--- config.mk ---
export PLATFORM = sky130hd
export DESIGN_NAME = fetch_unit
export DESIGN_NICKNAME = d
export VERILOG_FILES = /design/src/rtl/fetch_unit.sv
export SDC_FILE = /design/constraint.sdc
export NUM_CORES = 1
export LEC_CHECK = 0
export BUFFER_PORTS_ARGS = -buffer_cell sky130_fd_sc_hd__buf_2
export CAP_MARGIN = 20
export CORE_MARGIN = 10
export CORE_UTILIZATION = 51
export CTS_BUF_LIST = sky130_fd_sc_hd__clkbuf_4 sky130_fd_sc_hd__clkbuf_8
export CTS_CLUSTER_DIAMETER = 80
export CTS_CLUSTER_SIZE = 25
export DETAILED_ROUTE_END_ITERATION = 6
export GPL_ROUTABILITY_DRIVEN = 0
export GPL_TIMING_DRIVEN = 1
export MAX_ROUTING_LAYER = met4
export PLACE_DENSITY = 0.82
export RECOVER_POWER = 25
export SYNTH_ARGS = -nofsm -noshare
export SYNTH_HDL_FRONTEND = slang
export SYNTH_SLANG_ARGS = --single-unit
--- constraint.sdc ---
create_clock -name clk -period 2.1 [get_ports clk]
set_clock_uncertainty 0.1 [all_clocks]
set_input_delay 0.42 -clock clk [delete_from_list [all_inputs] [get_ports clk]]
set_output_delay 0.42 -clock clk [all_outputs]
set_load 0.05 [all_outputs]
--- src/rtl/fetch_unit.sv ---
//------------------------------------------------------------------------------
// fetch_unit: program counter and IF/ID buffer with stall, branch redirect
// and HALT handling.  Rev 1.0
//------------------------------------------------------------------------------
`default_nettype none

module fetch_unit #(
  parameter int               WIDTH     = 16,
  parameter logic [WIDTH-1:0] RESET_PC  = '0,
  parameter logic [WIDTH-1:0] PC_STEP   = WIDTH'(2),
  parameter logic [3:0]       HALT_OP   = 4'hF,
  parameter logic [WIDTH-1:0] NOP_INSTR = '0
) (
  input  logic             clk,
  input  logic             reset,
  input  logic             stall,
  input  logic             branch_taken,
  input  logic [WIDTH-1:0] branch_target,
  input  logic [WIDTH-1:0] if_instruction,
  output logic [WIDTH-1:0] if_from_pc,
  output logic [WIDTH-1:0] id_instruction,
  output logic [WIDTH-1:0] id_pc_plus2,
  output logic             id_valid,
  output logic             halted
);

  typedef enum logic [0:0] {
    S_RUN  = 1'b0,
    S_HALT = 1'b1
  } state_t;

  state_t           r_state, w_state_nxt;
  logic [WIDTH-1:0] r_pc, w_pc_nxt;
  logic [WIDTH-1:0] r_id_instr, w_id_instr_nxt;
  logic [WIDTH-1:0] r_id_pc2, w_id_pc2_nxt;
  logic             r_id_valid, w_id_valid_nxt;

  logic [WIDTH-1:0] w_pc_inc;
  logic [WIDTH-1:0] w_target;
  logic             w_is_halt;

  assign w_pc_inc  = r_pc + PC_STEP;
  // Instructions are halfword aligned, so the target LSB is dropped.
  assign w_target  = branch_target & ~WIDTH'(1);
  assign w_is_halt = (if_instruction[WIDTH-1:WIDTH-4] == HALT_OP);

  always_ff @(posedge clk or negedge reset) begin
    if (!reset) begin
      r_state    <= S_RUN;
      r_pc       <= RESET_PC;
      r_id_instr <= NOP_INSTR;
      r_id_pc2   <= '0;
      r_id_valid <= 1'b0;
    end else begin
      r_state    <= w_state_nxt;
      r_pc       <= w_pc_nxt;
      r_id_instr <= w_id_instr_nxt;
      r_id_pc2   <= w_id_pc2_nxt;
      r_id_valid <= w_id_valid_nxt;
    end
  end

  always_comb begin
    w_state_nxt    = r_state;
    w_pc_nxt       = r_pc;
    w_id_instr_nxt = r_id_instr;
    w_id_pc2_nxt   = r_id_pc2;
    w_id_valid_nxt = r_id_valid;

    if (branch_taken) begin
      // A resolving branch also cancels a HALT fetched on the wrong path.
      w_state_nxt    = S_RUN;
      w_pc_nxt       = w_target;
      w_id_instr_nxt = NOP_INSTR;
      w_id_pc2_nxt   = '0;
      w_id_valid_nxt = 1'b0;
    end else if (!stall) begin
      case (r_state)
        S_RUN: begin
          w_id_instr_nxt = if_instruction;
          w_id_pc2_nxt   = w_pc_inc;
          w_id_valid_nxt = 1'b1;
          if (w_is_halt) begin
            w_state_nxt = S_HALT;
          end else begin
            w_pc_nxt = w_pc_inc;
          end
        end
        S_HALT: begin
          w_id_instr_nxt = NOP_INSTR;
          w_id_pc2_nxt   = '0;
          w_id_valid_nxt = 1'b0;
        end
        default: begin
          w_state_nxt = S_RUN;
        end
      endcase
    end
  end

  assign if_from_pc     = r_pc;
  assign id_instruction = r_id_instr;
  assign id_pc_plus2    = r_id_pc2;
  assign id_valid       = r_id_valid;
  assign halted         = (r_state == S_HALT);

endmodule

`default_nettype wire

After elaboration in Yosys (flattened, before gate mapping)
Index checks and enable logic that the tools add are counted.

Bits in registers: 50. Bits of input ports: 36. Output and inout port bits: 50.

$add $sub $neg: 1. Eq/ne operators: 4. Multiplexer cells: 17. Bitwise logic cells: 1. Reductions and logical operators: 1.

Operator list (number): two-way mux 16 bit (8); one-hot mux 16 bit (2 select lines) (2); adder 16 x 2 -> 16 bit (second input constant) (1); two-way mux 1 bit (6); equality test 4 bit (second input constant) (1); != test 2 bit (second input constant) (2); AND reduction 3 bit (1); != test 2 x 1 -> 1 bit (second input constant) (1); one-hot mux 1 bit (2 select lines) (1); NOT 1 bit (1).

Depth between registers and ports, before layout
Gate-level depths: netlist of the first run.

Depth after elaboration: 5. Mapped depth: 6. Mapped depth without buffers: 5.

Least setup slack after synthesis of the first run
No wires, ideal clock.

Kind: register -> register. Start point: register r_pc[1], in the netlist if_from_pc[1]. End point: register r_pc[15], in the netlist if_from_pc[15]. Setup time: 122 ps. Data arrival time: 1838 ps. Data required time: 1878 ps. Slack: 40 ps. Stages on the path, launching flop included: 6. Buffers on the path: 0. Clock period less this slack: 2060 ps. Path through: dfrtp_1 -> ha_1 -> nand3_1 -> nor4_2 -> mux2i_1 -> nand2_1.

Cells in the longest elaborated chain, start to end: 5.

RTL lines: start, declared (line 33) `logic [WIDTH-1:0] r_pc, w_pc_nxt;`; start signal, assigned (line 56) `r_pc <= w_pc_nxt;`; adder 16 x 2 -> 16 bit (line 42) `assign w_pc_inc = r_pc + PC_STEP;`; two-way mux 16 bit (line 83) `if (w_is_halt) begin`; two-way mux 16 bit (line 78) `case (r_state)`; two-way mux 16 bit (line 77) `end else if (!stall) begin`; two-way mux 16 bit (line 70) `if (branch_taken) begin`.

Every way passes these cells. The select of a mux whose other input is x is not followed. A chain may end at the register's enable or synchronous reset.

Worst setup path in the final report of the first run
Start point: register r_pc[1], in the netlist if_from_pc[1]. End point: register r_pc[11], in the netlist if_from_pc[11].

Same word-level chain as after synthesis.

==> results of run 1 <==
==> worst max path at each step <==
stage,startpoint,end,slack [ps],cells after the start
3_3_place_gp,if_from_pc[1],if_from_pc[13],300,5
3_5_place_dp,if_from_pc[1],if_from_pc[13],270,5
4_1_cts,if_from_pc[1],if_from_pc[13],250,5
2_1_floorplan,if_from_pc[1],if_from_pc[15],40,5
6_report,if_from_pc[1],if_from_pc[11],230,5
5_1_grt,if_from_pc[1],if_from_pc[11],60,5
==> cells by family after synthesis <==
group | share of synthesized area [%]
AND/OR/NAND/NOR | 21.6
buffers and inverters | 3.59
XOR/XNOR | 7.03
multiplexers | 1.27
adder cells (fa/ha/maj) | 0.528
other | 0.158
flip-flops | 51.8
AO/OA/AOI/OAI | 14.1
==> flip-flops by register name (all words and copies together), names as in the netlist <==
signal          count
id_pc_plus2        16
halted              1
id_instruction     16
id_valid            1
if_from_pc         15
==> critical path: stages, from the launching register on <==
cell	delay (ps)
dfrtp_1	480
ha_1	260
and3_1	250
nand4_2	190
or4_1	440
nand3_1	90
==> synth_stat cells, drive strengths merged, types with 2 or more instances <==
library cell  number  area (um2)
nor3b              2        15.0
nor3               4        25.0
nand3              6        35.0
buf                8        40.0
nand2b             2        12.5
a31oi              2        12.5
nand2             37         139
xnor2             12         105
dfrtp             49        1230
inv                3        11.3
nor2              10        40.0
clkbuf             9        33.8
nor2b              5        31.3
mux2i              3        30.0
and4               3        26.3
xor2               7        61.3
o21ai             22         114
nand4              7        62.6
or4                2        15.0
a22o              17         149
nor4               8        83.8
o31a               2        17.5
a22oi              3        22.5
==> area by class of cell <==
type                            instances  area (um2)
Timing Repair Buffer                   94         510
Multi-Input combinational cell        162        1060
Clock buffer                            5        68.8
Sequential cell                        49        1230
Clock inverter                          1        5.00
Inverter                                3        11.3
Tap cell                               52        65.1
Fill cell                             362        1470
==> stage by stage <==
stage | worst slack [ps] | cells | util, %
3_5_place_dp | 270 | 359 | 64.9
6_report | 228 | 366 | 66.7
5_1_grt | 60.5 | 366 | 66.7
4_1_cts | 254 | 366 | 66.8
2_1_floorplan | 40.1 | 231 | -
3_3_place_gp | 299 | 359 | 64.9
==> routing by layer <==
metal,global-route usage (%),routed length (um),up-vias
li1,-,-,982
met2,26.3,3020,63
met3,4.36,305,6
met1,21.2,2710,946
met4,5.28,95,0
met5,-,0,-
==> where the power goes <==
part / switching, uW / total [uW] / leakage (uW) / internal, uW
logic: 457 / 633 / 0.000792 / 175
clock network: 290 / 510 / 0.0000399 / 220
registers: 81.9 / 1100 / 0.000631 / 1020
==> metrics.md, run 1 <==
| Metric | Value |
|---|---|
| Layout cell share with drive strength beyond 1 | 34.4% |
| RSZ-0062 raised after global routing | no |
| Tot GR Track Use | 16.9% |
| Setup Fix Bufs, Post-CTS | 0 |
| Clock latency on the worst-skew pair | 300 ps |
| Clk buf depth | 2 |
| Most frequent cells in the layout | buf_2 (81), dfrtp_1 (49), nand2_1 (37) |
| Hold_buf cts | 1 |
| Setup Viol. Count Final | 0 |
| Final wirelength | 6.13 mm |
| Synth warnings | 0 |
| Chip width | 88.1 um |
| Post-CTS sizing | 0 |
| Clk slew on worst S/H paths | 80 ps |
| Antenna fix cells | 0 |
| Least-Margin Pin Slew | 1120 ps |
| Tmin final | 1870 ps |
| Top Ports | 86 |
| Number of enable flip-flop cells after synthesis | 0 |
| DRC | 0 |
| Hold Vio Cnt, Final | 0 |
| Most common cell after layout, fill and taps aside | buf_2 |
| Die area | 0.00777 mm2 |
| Initial antenna violation count | 0 |
| Synthesized area | 0.00237 mm2 |
| Setup crit end kind | flop |
| Via count | 1997 |
| Largest net degree at the start of global routing | 37 |
| Ys flop type | dfrtp_1 |
| Tot Pwr | 2240 uW |
| CTS tree | done |
| Number of global-route vias before repair | 2013 |
| Final period util | 89.1% |
| Pwr/cell area | 761 mW/mm2 |
| # H-tree levels | 2 |
| Core area | 0.00441 mm2 |
| Asr flop ratio synth | 100% |
| DPL Wire Length | 4.76 mm |
| Hold path depth | 3 |
| Die Y-Extent | 88.1 um |
| Peak VDD IR | 0.361 mV |
| Fmax | 534 MHz |
| Worst Reg2Reg Path Length in Cells | 5 |
| Setup CP Type | reg -> reg |
| Placed cell area | 0.00286 mm2 |
| P_leak | 0.00146 uW |
| Synthesized instance count | 231 |
| Worst hold slack | 227 ps |
| Worst EP required | 2240 ps |
| Reg2reg start | if_from_pc[1] |
| Worst EP arrival | 2010 ps |
| Clock Sinks | 49 |
| R2R setup slack | 230 ps |
| TNS Setup | 0 ps |
| Avg Cell Area, Syn | 10.2 um2 |
| Total of max-cap violations | 0 |
| Nets@finish | 352 |
| DR vias/cell | 5.46 |
| Drt pass-1 iters | 4 |
| Initial Util | 53.6% |
| Syn-to-layout area delta | 24.3% |
| First-pass GRT wire length | 10.0 mm |
| HP Start | branch_target[3] |
| Fin area | 0.00294 mm2 |
| Root buf cell | clkbuf_8 |
| Antenna Violating Nets Remaining | 0 |
| Worst hold path type | in -> reg |
| Rel. slew slack | 25.5% |
| Port Buffers | 83 |
| Seq/Total Area, Yosys | 51.8% |
| Core Rows | 24 |
| Critical R2R Capture | if_from_pc[11] |
| Wire per inst | 16.7 um |
| Yosys reg bits | 49 |
| Outcome | finished, final reports clean |
| Synth cell types | 41 |
| Synth Net Count | 268 |
| Critical Path Start Type | flop |
| Slew Limit Fails | 0 |
| Total gr overflow | 0 |
| Crit Path Max Fanout | 7 |
| Hold EP | if_from_pc[3] |
| Inserted Clock Buffers | 5 |
| Detailed router's first-iteration violation count | 122 |
Power figures use the tool's default switching activity.
==> inputs of run 2 (changes only) <==
--- a/config.mk
+++ b/config.mk
@@ -5,7 +5,7 @@
 export SDC_FILE = /design/constraint.sdc
 export NUM_CORES = 1
 export LEC_CHECK = 0
-export BUFFER_PORTS_ARGS = -buffer_cell sky130_fd_sc_hd__buf_2
+export BUFFER_PORTS_ARGS = -buffer_cell sky130_fd_sc_hd__buf_4
 export CAP_MARGIN = 20
 export CORE_MARGIN = 10
 export CORE_UTILIZATION = 51
==> run 2 against run 1 <==
- first-iteration DRC count is 7.4% lower
- final cell count is 1.1% lower
- global-route usage is 0.34 points lower
- maximum frequency is 2.6% lower
- critical endpoint unchanged
- register-to-register slack worse by 50 ps
- sequential share of layout area is 2.5 points lower
- setup slack worse by 50 ps
- combinational power is 8.7% higher
- total power is 2.6% higher
- sequential power hardly changed
- clock-buffer cell count stayed put
- via count is 0.20% lower
==> metrics.md, run 2 (same netlist as run 1, synthesis figures left out) <==
| Metric | Value |
|---|---|
| Tot GR Track Use | 16.6% (-0.34 points) |
| Final period util | 91.5% (+2.4 points) |
| Slew Limit Fails | 0 (unchanged) |
| Multi-input gate area | 0.00106 mm2 (+0.24%) |
| Total of max-cap violations | 0 (unchanged) |
| Root buf cell | clkbuf_8 |
| Chip width | 88.1 um (unchanged) |
| Port Buffers | 83 (unchanged) |
| Nets@finish | 348 (-1.1%) |
| Least-Margin Pin Slew | 1180 ps (+67.4 ps) |
| HP Start | branch_target[11] |
| TNS Setup | 0 ps (unchanged) |
| Tot Pwr | 2300 uW (+2.6%) |
| Initial antenna violation count | 0 (unchanged) |
| Util after Layout | 70.9% (+4.2 points) |
| Critical Path Start Type | flop |
| Worst hold path type | in -> reg |
| Clock Sinks | 49 (unchanged) |
| Setup CP Type | reg -> reg |
| Most frequent cells in the layout | buf_4 (88), dfrtp_1 (49), nand2_1 (37) |
| Fin area | 0.00313 mm2 (+6.3%) |
| Drt pass-1 iters | 4 (unchanged) |
| Worst EP required | 2240 ps (about the same) |
| Die area | 0.00777 mm2 (unchanged) |
| Rel. slew slack | 21.0% (-4.5 points) |
| RSZ-0062 raised after global routing | no |
| Antenna fix cells | 0 (unchanged) |
| Pwr/cell area | 735 mW/mm2 (-3.5%) |
| Clk slew on worst S/H paths | 80 ps (about the same) |
| Worst EP arrival | 2060 ps (+50 ps) |
| Post-CTS sizing | 0 (unchanged) |
| Worst setup path start | if_from_pc[1] |
| DR vias/cell | 5.51 (+0.90%) |
| Reg2reg start | if_from_pc[1] |
| Via count | 1993 (-0.20%) |
| Final wirelength | 6.12 mm (about the same) |
| Placement Setup Slack | 189 ps (-80.4 ps) |
| Most common cell after layout, fill and taps aside | buf_4 |
| Top Ports | 86 (unchanged) |
| DPL Wire Length | 4.70 mm (-1.2%) |
| Setup Viol. Count Final | 0 (unchanged) |
| Clk buf depth | 2 (unchanged) |
| Setup Fix Bufs, Post-CTS | 0 (unchanged) |
| P_sw | 829 uW (-0.13%) |
| Fmax | 520 MHz (-2.6%) |
| Crit Path Max Fanout | 7 (unchanged) |
| Detailed router's first-iteration violation count | 113 (-7.4%) |
| Net Sw Frac | 36.1% (-0.97 points) |
| # fillers | 352 (-2.8%) |
| Clock latency on the worst-skew pair | 300 ps (about the same) |
| Hold Vio Cnt, Final | 0 (unchanged) |
| Initial Util | 53.6% (unchanged) |
| Total gr overflow | 0 (unchanged) |
| Syn-to-layout area delta | 32.1% |
| P_leak | 0.00150 uW (+2.5%) |
| Core area | 0.00441 mm2 (unchanged) |
| Hold_buf cts | 0 (-1) |
| Antenna Violating Nets Remaining | 0 (unchanged) |
| Number of global-route vias before repair | 2025 (+0.60%) |
| Clk pwr share | 22.0% (-0.8 points) |
| Outcome | finished, final reports clean |
| # H-tree levels | 2 (unchanged) |
| Peak VDD IR | 0.433 mV (+20%) |
| Wire per inst | 16.9 um (+1.0%) |
| Tmin final | 1920 ps (+50.0 ps) |
| First-pass GRT wire length | 9.94 mm (-0.89%) |
| Combinational share of power | 30.0% (+1.8 points) |
| Layout cell share with drive strength beyond 1 | 34.8% (+0.44 points) |
| Final setup margin | 178 ps (-50.0 ps) |
| Reg power frac | 48.1% (-0.9 points) |
| Setup crit end kind | flop |
| Pint | 1470 uW (+4.1%) |
| Register Area | 0.00123 mm2 (unchanged) |
| Die Y-Extent | 88.1 um (unchanged) |
| Core Rows | 24 (unchanged) |
| DRC | 0 (unchanged) |
| Placed cell area | 0.00306 mm2 (+6.7%) |
| Inserted Clock Buffers | 5 (unchanged) |
| Largest net degree at the start of global routing | 50 (+35%) |
| CTS tree | done |
==> run 2: power groups by stage <==
stage / Sequential (uW) / Clock, uW / Combinational [uW]
after floorplan: 1360 / 0 / 194
after global placement: 1120 / 0 / 682
after detailed placement: 1120 / 0 / 696
after CTS: 1100 / 521 / 698
after global routing: 1120 / 554 / 732
final: 1100 / 505 / 688
==> run 2: cell type report <==
class / instances / share of cell area (%)
Sequential cell: 49 / 39.2
Multi-Input combinational cell: 162 / 33.8
Timing Repair Buffer: 90 / 22.2
Clock buffer: 5 / 2.20
Tap cell: 52 / 2.08
Inverter: 3 / 0.360
Clock inverter: 1 / 0.160
==> run 2: path summary, 6_finish.rpt <==
path,slack (ps),cells past startpoint,end
worst min register to register,380,2,id_valid
worst max register to register,180,5,if_from_pc[11]
min in group asynchronous,250,1,id_instruction[7]
worst min-delay path,230,3,if_from_pc[11]
max in group asynchronous,930,1,id_pc_plus2[10]
worst max-delay path,180,5,if_from_pc[11]
==> run 2: worst max-delay path: stages, from the launching register on <==
cell and delay [ps]:
dfrtp_1 510, ha_1 270, and3_1 240, nand4_2 200, or4_1 450, nand3_1 90
==> run 2: routing by layer <==
layer	up-vias	track usage (%)	wire length [um]
li1	972	-	-
met1	958	19.2	2620
met2	57	27.7	3150
met3	6	3.99	286
met4	0	5.14	68
met5	-	-	0
==> run 2: through the flow <==
stage	hold WS, ps	std cells
after floorplan	24.4	231
after global placement	361	355
after detailed placement	365	356
final	225	362
after CTS	47.8	362
after global routing	227	362
==> inputs of run 3 (changes only) <==
--- a/config.mk
+++ b/config.mk
@@ -6,9 +6,10 @@
 export NUM_CORES = 1
 export LEC_CHECK = 0
 export BUFFER_PORTS_ARGS = -buffer_cell sky130_fd_sc_hd__buf_4
-export CAP_MARGIN = 20
+export CELL_PAD_IN_SITES_DETAIL_PLACEMENT = 0
+export CELL_PAD_IN_SITES_GLOBAL_PLACEMENT = 1
 export CORE_MARGIN = 10
-export CORE_UTILIZATION = 51
+export CORE_UTILIZATION = 38
 export CTS_BUF_LIST = sky130_fd_sc_hd__clkbuf_4 sky130_fd_sc_hd__clkbuf_8
 export CTS_CLUSTER_DIAMETER = 80
 export CTS_CLUSTER_SIZE = 25
@@ -16,7 +17,7 @@
 export GPL_ROUTABILITY_DRIVEN = 0
 export GPL_TIMING_DRIVEN = 1
 export MAX_ROUTING_LAYER = met4
-export PLACE_DENSITY = 0.82
+export PLACE_DENSITY_LB_ADDON = 0.1
 export RECOVER_POWER = 25
 export SYNTH_ARGS = -nofsm -noshare
 export SYNTH_HDL_FRONTEND = slang
==> run 3 against run 2 <==
- setup slack worse by 16 ps
- hold slack lost 4.2 ps
- clock power grew 12%
- largest cell class unchanged
- non-clock buffer count stayed put
- sequential power hardly changed
- wire length up 4.7%
- highest routed layer unchanged
- final cell count is 6.9% higher
- clock-buffer cell count increased by 2
- via count fell by 2.8%
- critical path type unchanged
- first-iteration DRC count up 11%
==> metrics.md, run 3 (same netlist as run 1, synthesis figures left out) <==
| Metric | Value |
|---|---|
| Pwr/cell area | 747 mW/mm2 (+1.7%) |
| Core Rows | 28 (+17%) |
| RSZ-0062 raised after global routing | no |
| Clk slew on worst S/H paths | 90 ps (about the same) |
| Core area | 0.00599 mm2 (+36%) |
| TNS Setup | 0 ps (unchanged) |
| Initial antenna violation count | 0 (unchanged) |
| Critical R2R Capture | if_from_pc[11] |
| Root buf cell | clkbuf_8 |
| Most common cell after layout, fill and taps aside | buf_4 |
| Drt pass-1 iters | 4 (unchanged) |
| # fillers | 585 (+66%) |
| Crit path to | if_from_pc[11] |
| Multi-input gate area | 0.00106 mm2 (unchanged) |
| Worst setup path start | if_from_pc[1] |
| Peak VDD IR | 0.354 mV (-18%) |
| Critical Path Start Type | flop |
| M3 GR Usage | 3.28% (-0.71 points) |
| # H-tree levels | 2 (unchanged) |
| Clock Sinks | 49 (unchanged) |
| Post-CTS sizing | 0 (unchanged) |
| Met2 usage | 18.2% (-9.5 points) |
| Largest net degree at the start of global routing | 50 (unchanged) |
| CTS tree | done |
| Die Y-Extent | 98.9 um (+12%) |
| Clk buf depth | 2 (unchanged) |
| Reg2reg start | if_from_pc[1] |
| P_leak | 0.00150 uW (about the same) |
| Crit Path Max Fanout | 7 (unchanged) |
| Register Area | 0.00123 mm2 (unchanged) |
| Tmin final | 1940 ps (+16.2 ps) |
| Setup Viol. Count Final | 0 (unchanged) |
| Setup Fix Bufs, Post-CTS | 0 (unchanged) |
| DRC | 0 (unchanged) |
| Antenna Violating Nets Remaining | 0 (unchanged) |
| Hold Vio Cnt, Final | 0 (unchanged) |
| Clock latency on the worst-skew pair | 300 ps (about the same) |
| Inserted Clock Buffers | 5 (unchanged) |
| Tot GR Track Use | 13.1% (-3.5 points) |
| Worst EP arrival | 2080 ps (+20 ps) |
| Placed cells | 379 (+6.5%) |
| Port Buffers | 83 (unchanged) |
| Total of max-cap violations | 0 (unchanged) |
| Total gr overflow | 0 (unchanged) |
| R2R setup slack | 160 ps (-20 ps) |
| Final period util | 92.3% (+0.77 points) |
| Initial Util | 39.5% (-14 points) |
| Met1 GRT Util | 18.7% (-0.58 points) |
| Chip width | 98.9 um (+12%) |
| Final Instance Count excl. Fillers | 387 (+6.9%) |
| Detailed router's first-iteration violation count | 125 (+11%) |
| Wire per inst | 16.6 um (-2.1%) |
| Rel. slew slack | 18.7% (-2.3 points) |
| Hold_buf cts | 0 (unchanged) |
| DR vias/cell | 5.01 (-9.0%) |
| Die area | 0.00979 mm2 (+26%) |
| Setup crit end kind | flop |
| Worst Reg2Reg Path Length in Cells | 5 (unchanged) |
| GRT busiest layer | met1 |
| Via count | 1938 (-2.8%) |
| First-pass GRT wire length | 10.4 mm (+4.4%) |
| Final wirelength | 6.41 mm (+4.7%) |
| Layout cell share with drive strength beyond 1 | 35.3% (+0.42 points) |
| Top Ports | 86 (unchanged) |
| Antenna fix cells | 0 (unchanged) |
| Outcome | finished, final reports clean |
| Worst hold path type | in -> reg |
| DPL Wire Length | 4.88 mm (+3.7%) |
| Number of global-route vias before repair | 1963 (-3.1%) |
| Fmax | 516 MHz (-0.84%) |
| Worst EP required | 2240 ps (about the same) |
| Most frequent cells in the layout | buf_4 (89), dfrtp_1 (49), nand2_1 (37) |
| Least-Margin Pin Slew | 1220 ps (+34.2 ps) |
| Setup CP Type | reg -> reg |
| Syn-to-layout area delta | 33.2% |
| Nets@finish | 348 (unchanged) |
| Slew Limit Fails | 0 (unchanged) |
## run 3: cell type report
type	count	area share, %
inverters	3	0.357
flip-flops and latches	49	38.9
repair buffers	90	21.3
clock inverters	1	0.238
multi-input cells	162	33.6
well taps	75	2.98
clock buffers	7	2.66
## run 3: metrics by stage
step / hold slack [ps] / util [%] / area [um2] / setup WS [ps] / total power (uW)
3_3_place_gp: 360 / 51.2 / 3070 / 217 / 1810
3_5_place_dp: 368 / 51.2 / 3070 / 181 / 1820
6_report: 221 / 52.7 / 3150 / 162 / 2360
5_1_grt: 226 / 52.7 / 3150 / 38.7 / 2480
2_1_floorplan: 24.4 / - / 2370 / 40.1 / 1560
4_1_cts: 52.0 / 52.7 / 3160 / 161 / 2390
## run 3: how the worst min path moves through the flow
stage                       from                 to  slack, ps  depth (start not counted)
4_1_cts                    reset  id_instruction[4]         50                          1
2_1_floorplan              reset             halted         20                          0
3_5_place_dp     id_pc_plus2[14]    id_pc_plus2[14]        370                          2
3_3_place_gp            id_valid           id_valid        360                          2
5_1_grt        branch_target[11]     if_from_pc[11]        230                          3
6_report       branch_target[11]     if_from_pc[11]        220                          3
## run 3: critical path: stages, from the launching register on
cell	delay (ps)
dfrtp_1	540
ha_1	280
and3_1	250
nand4_2	180
or4_1	440
nand3_1	90
## run 3: power breakdown
part	total [uW]	switching (uW)	internal [uW]
logic	685	455	229
clock network	567	305	262
registers	1110	89.2	1020
total	2360	850	1510
## run 3: routing by layer
metal,up-vias,share of wire [%]
met5,-,0
met2,54,44
met1,908,51
met4,0,0.45
li1,972,-
met3,4,4.9
